===== src/rtl/bpu_table_predictor.sv =====
// PC-indexed 2-bit counter branch predictor with a bounded FIFO of in-flight predictions.
// Optional gshare indexing is enabled with `define BPU_GSHARE_EN.
module bpu_table_predictor #(
    parameter int DATA_WIDTH  = 32,
    parameter int IDX_BITS    = 6,
    parameter int QUEUE_DEPTH = 4
) (
    input  logic                  clk,
    input  logic                  rst,
    input  logic [DATA_WIDTH-1:0] RD,
    input  logic [DATA_WIDTH-1:0] PCF,
    input  logic                  ZeroE,
    input  logic                  JumpE,
    input  logic                  BranchE,
    output logic                  flushBranch,
    output logic [DATA_WIDTH-1:0] PCBPU,
    output logic                  PCBPUSrc,
    output logic                  bpuStall
);

    localparam int TBL_N = 2 ** IDX_BITS;
    localparam int PTR_W = (QUEUE_DEPTH > 1) ? $clog2(QUEUE_DEPTH) : 1;
    localparam int CNT_W = PTR_W + 1;
    localparam logic [CNT_W-1:0] FULL_CNT = CNT_W'(QUEUE_DEPTH);

    function automatic logic [1:0] sat_update(input logic [1:0] ctr, input logic taken);
        logic [1:0] nxt;
        nxt = ctr;
        if (taken && ctr != 2'b11)
            nxt = ctr + 2'b01;
        else if (!taken && ctr != 2'b00)
            nxt = ctr - 2'b01;
        return nxt;
    endfunction

    logic [1:0]            ctr_tbl [TBL_N];
    logic [DATA_WIDTH-1:0] q_pc    [QUEUE_DEPTH];
    logic [DATA_WIDTH-1:0] q_tgt   [QUEUE_DEPTH];
    logic [IDX_BITS-1:0]   q_idx   [QUEUE_DEPTH];
    logic                  q_pred  [QUEUE_DEPTH];

    logic [PTR_W-1:0] wr_ptr;
    logic [PTR_W-1:0] rd_ptr;
    logic [CNT_W-1:0] count;

`ifdef BPU_GSHARE_EN
    logic [IDX_BITS-1:0] ghr;
`endif

    logic                         fetch_br;
    logic [IDX_BITS-1:0]          idx_f;
    logic                         pred_f;
    logic signed [DATA_WIDTH-1:0] b_imm;
    logic [DATA_WIDTH-1:0]        target_f;
    logic                         resolve;
    logic                         mispredict;
    logic                         enq;
    logic                         pop;
    logic                         stall_c;

    assign fetch_br = (RD[6:0] == 7'b1100011) && !JumpE;

`ifdef BPU_GSHARE_EN
    assign idx_f = PCF[IDX_BITS+1:2] ^ ghr;
`else
    assign idx_f = PCF[IDX_BITS+1:2];
`endif

    assign pred_f   = ctr_tbl[idx_f][1];
    assign b_imm    = signed'({{(DATA_WIDTH-13){RD[31]}}, RD[31], RD[7], RD[30:25], RD[11:8], 1'b0});
    assign target_f = PCF + DATA_WIDTH'(b_imm);

    // A full queue can still accept a branch when the head retires correctly this cycle.
    assign resolve    = BranchE && (count != '0);
    assign mispredict = resolve && (q_pred[rd_ptr] != ZeroE);
    assign pop        = resolve && !mispredict;
    assign enq        = fetch_br && !mispredict && ((count < FULL_CNT) || resolve);
    assign stall_c    = fetch_br && (count == FULL_CNT) && !resolve;

    always_comb begin
        flushBranch = 1'b0;
        PCBPU       = '0;
        PCBPUSrc    = 1'b0;
        bpuStall    = 1'b0;
        if (!rst) begin
            if (mispredict) begin
                flushBranch = 1'b1;
                PCBPUSrc    = 1'b1;
                PCBPU       = ZeroE ? q_tgt[rd_ptr] : (q_pc[rd_ptr] + DATA_WIDTH'(4));
            end else begin
                if (enq) begin
                    PCBPUSrc = pred_f;
                    PCBPU    = target_f;
                end
                bpuStall = stall_c;
            end
        end
    end

    // Control state: counters, pointers, occupancy and history.
    always_ff @(posedge clk) begin
        if (rst) begin
            for (int i = 0; i < TBL_N; i++)
                ctr_tbl[i] <= 2'b10;
            wr_ptr <= '0;
            rd_ptr <= '0;
            count  <= '0;
`ifdef BPU_GSHARE_EN
            ghr    <= '0;
`endif
        end else begin
            if (resolve) begin
                ctr_tbl[q_idx[rd_ptr]] <= sat_update(ctr_tbl[q_idx[rd_ptr]], ZeroE);
`ifdef BPU_GSHARE_EN
                ghr <= {ghr[IDX_BITS-2:0], ZeroE};
`endif
            end
            if (mispredict) begin
                // Everything still queued is younger than the mispredicted branch.
                wr_ptr <= '0;
                rd_ptr <= '0;
                count  <= '0;
            end else begin
                if (enq)
                    wr_ptr <= wr_ptr + PTR_W'(1);
                if (pop)
                    rd_ptr <= rd_ptr + PTR_W'(1);
                case ({enq, pop})
                    2'b10:   count <= count + CNT_W'(1);
                    2'b01:   count <= count - CNT_W'(1);
                    default: count <= count;
                endcase
            end
        end
    end

    // Queue payload: written only on enqueue, never reset.
    always_ff @(posedge clk) begin
        if (enq && !rst) begin
            q_pc[wr_ptr]   <= PCF;
            q_tgt[wr_ptr]  <= target_f;
            q_idx[wr_ptr]  <= idx_f;
            q_pred[wr_ptr] <= pred_f;
        end
    end

endmodule


===== config.mk =====
export PLATFORM = sky130hd
export DESIGN_NAME = bpu_table_predictor
export DESIGN_NICKNAME = d
export VERILOG_FILES = /design/src/rtl/bpu_table_predictor.sv
export SDC_FILE = /design/constraint.sdc
export NUM_CORES = 1
export LEC_CHECK = 0
export ABC_AREA = 1
export CAP_MARGIN = 5
export CORE_AREA = 2 2 233 235
export DETAILED_ROUTE_END_ITERATION = 6
export DIE_AREA = 0 0 235 237
export GPL_ROUTABILITY_DRIVEN = 0
export PLACE_DENSITY = 0.59
export SYNTH_ARGS = -nofsm -noshare
export SYNTH_HDL_FRONTEND = slang
export SYNTH_SLANG_ARGS = --single-unit

===== constraint.sdc =====
create_clock -name clk -period 10.1 [get_ports clk]
set_input_delay 2.525 -clock clk [delete_from_list [all_inputs] [get_ports clk]]
set_output_delay 2.525 -clock clk [all_outputs]
set_load 0.02 [all_outputs]

# Yosys cells after proc, flatten, opt, wreduce, memory -nomap -nowiden

Memory sizes are Yosys's and may differ from the RTL's. A register that Yosys moved wholly into a read port is not among the register bits.
Index checks and enable logic that the tools add are counted.

Add/subtract/negate cells: 8
Magnitude comparators: 1
Equality and inequality tests: 6
Muxes and demuxes: 34
Reduce and logical (&&, ||, !) cells: 22

Operators with widths:

| operator                                                               | count |
|---|---|
| 32-bit two-way mux                                                     | 4 |
| 32-bit by 3-bit adder with 32-bit output (second input constant)       | 1 |
| 32-bit adder                                                           | 1 |
| 2-bit two-way mux                                                      | 13 |
| 1-bit two-way mux                                                      | 15 |
| 1-bit logical AND                                                      | 11 |
| 7-bit equality test (second input constant)                            | 1 |
| 2-bit by 1-bit adder with 2-bit output (second input constant)         | 3 |
| 6-bit two-way mux                                                      | 1 |
| 3-bit case mux with 2 select lines                                     | 1 |
| 1-bit zero test                                                        | 5 |
| 2-bit nonzero test                                                     | 2 |
| 2-bit OR reduction                                                     | 2 |
| 3-bit by 1-bit adder with 3-bit output (second input constant)         | 1 |
| 3-bit equality test (second input constant)                            | 1 |
| 3-bit < comparator (second input constant)                             | 1 |
| 3-bit nonzero test                                                     | 1 |
| 3-bit by 1-bit subtractor with 3-bit output (second input constant)    | 1 |
| 2-bit by 1-bit equality test with 1-bit output (second input constant) | 1 |
| 2-bit equality test (second input constant)                            | 1 |
| 2-bit inequality test (second input constant)                          | 1 |
| 2-bit by 1-bit subtractor with 2-bit output (second input constant)    | 1 |
| 1-bit logical OR                                                       | 1 |
| 1-bit inequality test                                                  | 1 |

Register bits: 7
RAM bits: 412
Input port bits: 69
Output and inout port bits: 35
Logic and storage cells: 79
Memories kept: 5

Memories:

| memory  | words | bits a word | rd ports | clocked after Yosys merged registers in | wr ports | line | RTL |
|---|---|---|---|---|---|---|---|
| ctr_tbl | 64    | 2           | 2        | 0                                       | 64       | 36   | `logic [1:0] ctr_tbl [TBL_N];` |
| q_pc    | 4     | 32          | 1        | 1                                       | 1        | 37   | `logic [DATA_WIDTH-1:0] q_pc [QUEUE_DEPTH];` |
| q_tgt   | 4     | 32          | 1        | 1                                       | 1        | 38   | `logic [DATA_WIDTH-1:0] q_tgt [QUEUE_DEPTH];` |
| q_idx   | 4     | 6           | 1        | 1                                       | 1        | 39   | `logic [IDX_BITS-1:0] q_idx [QUEUE_DEPTH];` |
| q_pred  | 4     | 1           | 1        | 1                                       | 1        | 40   | `logic q_pred [QUEUE_DEPTH];` |

# Depth between registers and ports, before layout

Depth after elaboration: 9
Mapped depth: 23
Depth with buffers taken out: 21

# Least setup slack after synthesis

No wires, ideal clock.

Path kind: input -> output
From: input PCF[2]
To: output PCBPU[31]
Arrival time: 4,695 ps
Required time: 7,575 ps
Slack: 2,880 ps
Stages: 13
Path buffers: 1
Cell sequence: inv_1 > buf_1 > fa_1 > o21ai_0 > a21boi_0 > o21bai_1 > nand2_1 > nand2_1 > nand3_1 > nand2_1 > xor2_1 > nand2_1 > nand2_1

Longest elaborated chain between the ends: 4

RTL lines:

| element            | line | RTL |
|---|---|---|
| start: declaration | 11   | `input logic [DATA_WIDTH-1:0] PCF,` |
| 32-bit adder       | 71   | `assign target_f = PCF + DATA_WIDTH'(b_imm);` |
| via target_f[31]   | 54   | `logic [DATA_WIDTH-1:0] target_f;` |
| 32-bit two-way mux | 91   | `if (enq) begin` |
| 32-bit two-way mux | 86   | `if (mispredict) begin` |
| 32-bit two-way mux | 85   | `if (!rst) begin` |
| end: declaration   | 16   | `output logic [DATA_WIDTH-1:0] PCBPU,` |

The timed path passes the listed nets, and every way through them passes these cells.

# Final worst setup path

From: input PCF[1]
To: output PCBPU[31]

The elaborated chain is that of the path after synthesis.

==> results by group <==
Status
  • Status: finished, final reports clean

Route
  • Avg Vias per Cell: about 5.4
  • WL met2: 27540 um
  • WL per Instance: approximately 20 um
  • 1st-pass router iterations: 6
  • DRT met1 WL: around 27000 um
  • Final WL: 61410 um
  • Starting DRC count in detailed routing: approximately 1700
  • Max Used Layer: met4
  • DRC: 0
  • Post-DRT Antenna Nets: 0
  • Met3 routed WL: between 4000 and 5000 um
  • Vias: roughly 17000

Critical path
  • Worst EP required: around 7.6 ns
  • CP Capture Type: primary output
  • Worst EP arrival: roughly 6.7 ns
  • Critical path peak fanout: 5
  • Setup CP Type: primary input to primary output
  • CP Launch Type: primary input
  • Crit-path cells: clkdlybuf4s50_1 -> ha_1 -> inv_1 -> fa_1 -> o21ai_0 -> a21boi_0 -> o21bai_1 -> nand2_1 -> nand2_1 -> nand3_1 -> nand2_1 -> xor2_1 -> nand2_1 -> nand2_1 -> clkdlybuf4s50_1
  • Worst path max stage delay: between 0.6 and 0.7 ns
  • CP most frequent cell: nand2_1
  • CP max stage cell: clkdlybuf4s50_1

Floorplan
  • Die X: about 240 um
  • Die Height: roughly 240 um
  • Die Area: approximately 56000 sq um
  • Top-Level Pins: ~100
  • Initial Util: between 30% and 40%
  • Core Area: around 53000 sq um
  • Row Count: 85

Power and ir drop
  • Internal: about 2.7 mW
  • Power Density: ~150 nW/um^2
  • Clock Power Share: about two fifths
  • Flop pwr share: around 52%
  • Psw: about 0.84 mW
  • Comb pwr share: under 10%
  • Sw Share: approximately a quarter
  • Leak Pwr: a little under 9 nW
  • Power Total: about 3.5 mW
  • Worst VDD drop: around 130 uV

Synthesis
  • Xor-xnor portion of the synthesized cell area: 2.042%
  • Leading area contributor after synthesis: edfxtp_1
  • Post-synthesis mux area share: 0%
  • Largest family of logic cells by synthesized area: simple AND/OR/NAND/NOR gates
  • Compound-cell area share of the yosys netlist: around 8%
  • Syn Std Cell Area: 21010 sq um
  • Ys async rst share: 0%
  • Seq cells post-synth: just under 400
  • Top-count cell post-synth: nand2_1
  • Synth Net Count: about 2500
  • Most used DFF post-synth: edfxtp_1
  • Most instantiated cells after synthesis: 700 x nand2_1, 384 x edfxtp_1, 285 x nor2_1
  • Synth unique cells: 48
  • Synth area leaders: edfxtp_1 55%, nand2_1 13%, nor2_1 5.1%
  • Ys Warns: 0
  • Synth Area per Inst: about 9.0 sq um
  • Share of the yosys chip area belonging to registers: approximately 56%
  • Number of flops mapped to enable cells by yosys: 384
  • Post-synthesis simple-gate area fraction: approximately 25%
  • Syn Inst Count: about 2300
  • Top-area cell type share of the netlist area: 54.87%
  • Synth Area in Adders: roughly 2.5%

Global routing
  • Grt ovf: 0
  • Largest net degree at the start of global routing: slightly below 90
  • Via count of the first global-routing pass: 15970
  • First-pass GRT wire length: about 94000 um
  • Total global-route track usage: approximately 22%
  • Initial antenna violation count: 2

CTS
  • H-tree Lvls: 2
  • CTS tree: yes
  • Longest Clk Path Bufs: 3
  • Insertion delay to the later sink of the worst-skew pair: between 0.5 and 0.6 ns
  • Setup bufs post-CTS: 0
  • CTS buffer count: 41
  • Hold_buf cts: 0
  • Clock sinks: around 390
  • CTS resizes: 0
  • Clk root buf: clkbuf_16
  • Clk pin slew, worst setup/hold paths: about 0.060 ns

Timing
  • Endpoints failing setup: 0
  • Clock skew: about 0.015 ns
  • Period minus WS final: 9.240 ns
  • Setup TNS: 0 ns
  • Maximum clock frequency: approximately 110 MHz
  • Final hold violation count: 0
  • RSZ-0062 raised after global routing: no
  • Min Hold Slack: between 0.4 and 0.5 ns
  • Tcrit/Tclk final: between 90% and 100%
  • Slew @ Worst Pin: 1.235 ns
  • Slew HR: between 10% and 20%
  • Pins over their slew limit: 0

Finish
  • Fin nets: ~2500
  • Util after Layout: between 40% and 50%
  • Layout cells sized above 1: under 10%
  • Design area: 23640 sq um
  • Area grow syn2layout: 12.47%

Place
  • Post-DP HPWL: roughly 39000 um
  • DP Area: between 20000 and 25000 sq um
  • Port Buf Inserts: 90

Flow run
  • Max-cap violations: 0

Min path
  • Worst min path class: flop to flop
[through the flow]
step                setup WS [ns]  cells
floorplan                   2.880   2346
global placement            1.072   3050
detailed placement         0.9527   3050
CTS                        0.9305   3120
global route               0.6275   3121
finish                     0.8595   3121
[registers in the layout, indices dropped and copies added, names as in the netlist, named ones only]
signal   count
ctr_tbl    128
wr_ptr       2
q_pc       124
q_tgt      128
count        3
q_pred       4
rd_ptr       2
[worst max-delay path, delay by kind of cell]
family	cells	cell delay [ns]
simple gates	6	0.67
compound gates	3	0.97
fa+ha+maj	2	0.74
buf+inv	3	1.29
xor+xnor	1	0.51
[routing by layer]
metal | vias to the layer above | track usage (%)
met5 | - | 0
met4 | 0 | 6.540
met3 | 100 | 2.891
met2 | 670 | 34.42
met1 | 8058 | 31.31
li1 | 7936 | -
[cells by family after synthesis]
group / after synthesis
and+or+nand+nor: 1262
DFF: 393
buffers and inverters: 307
AOI/OAI and AO/OA: 295
xor gates and xnor gates: 49
adders and majority gates: 40
[path summary, 6_finish.rpt]
kind / start / end / slack [ns] / cells after the start
max reg2reg: flop / ctr_tbl[52][0]$_SDFFCE_PN0P_ / 3.70 / 19
max: PCF[1] / PCBPU[31] / 0.86 / 15
min reg2reg: rd_ptr[1]$_SDFFE_PP0P_ / flop / 0.46 / 2
min: rd_ptr[1]$_SDFFE_PP0P_ / flop / 0.46 / 2
[cell usage in the layout (no fill, tap or decap), types with 41 or more instances in the layout]
master / Yosys / layout
nor2_1: 285 / 280
nor2_2: 60 / 61
nand3_1: 149 / 149
edfxtp_1: 384 / 384
clkdlybuf4s50_1: 0 / 89
clkbuf_16: 0 / 41
o21ai_0: 149 / 149
a21oi_1: 55 / 55
inv_1: 197 / 196
nand2_1: 700 / 700
[power by group through the flow]
stage	Sequential, mW	Combinational, mW	Clock (mW)
2_1_floorplan	1.86	0.164	0
3_3_place_gp	1.86	0.264	0
3_5_place_dp	1.86	0.271	0
4_1_cts	1.83	0.272	1.46
5_1_grt	1.83	0.301	1.53
6_report	1.83	0.277	1.44
[cell type report]
cell class	instances	area, sq um
Tap cell	696	870.8
Inverter	205	772.0
Fill cell	5102	29650
Timing Repair Buffer	110	1046
Clock inverter	19	172.7
Antenna cell	1	2.502
Sequential cell	393	11720
Clock buffer	51	1064
Multi-Input combinational cell	1646	7991
No activity file was read; power rests on OpenSTA's default activity.
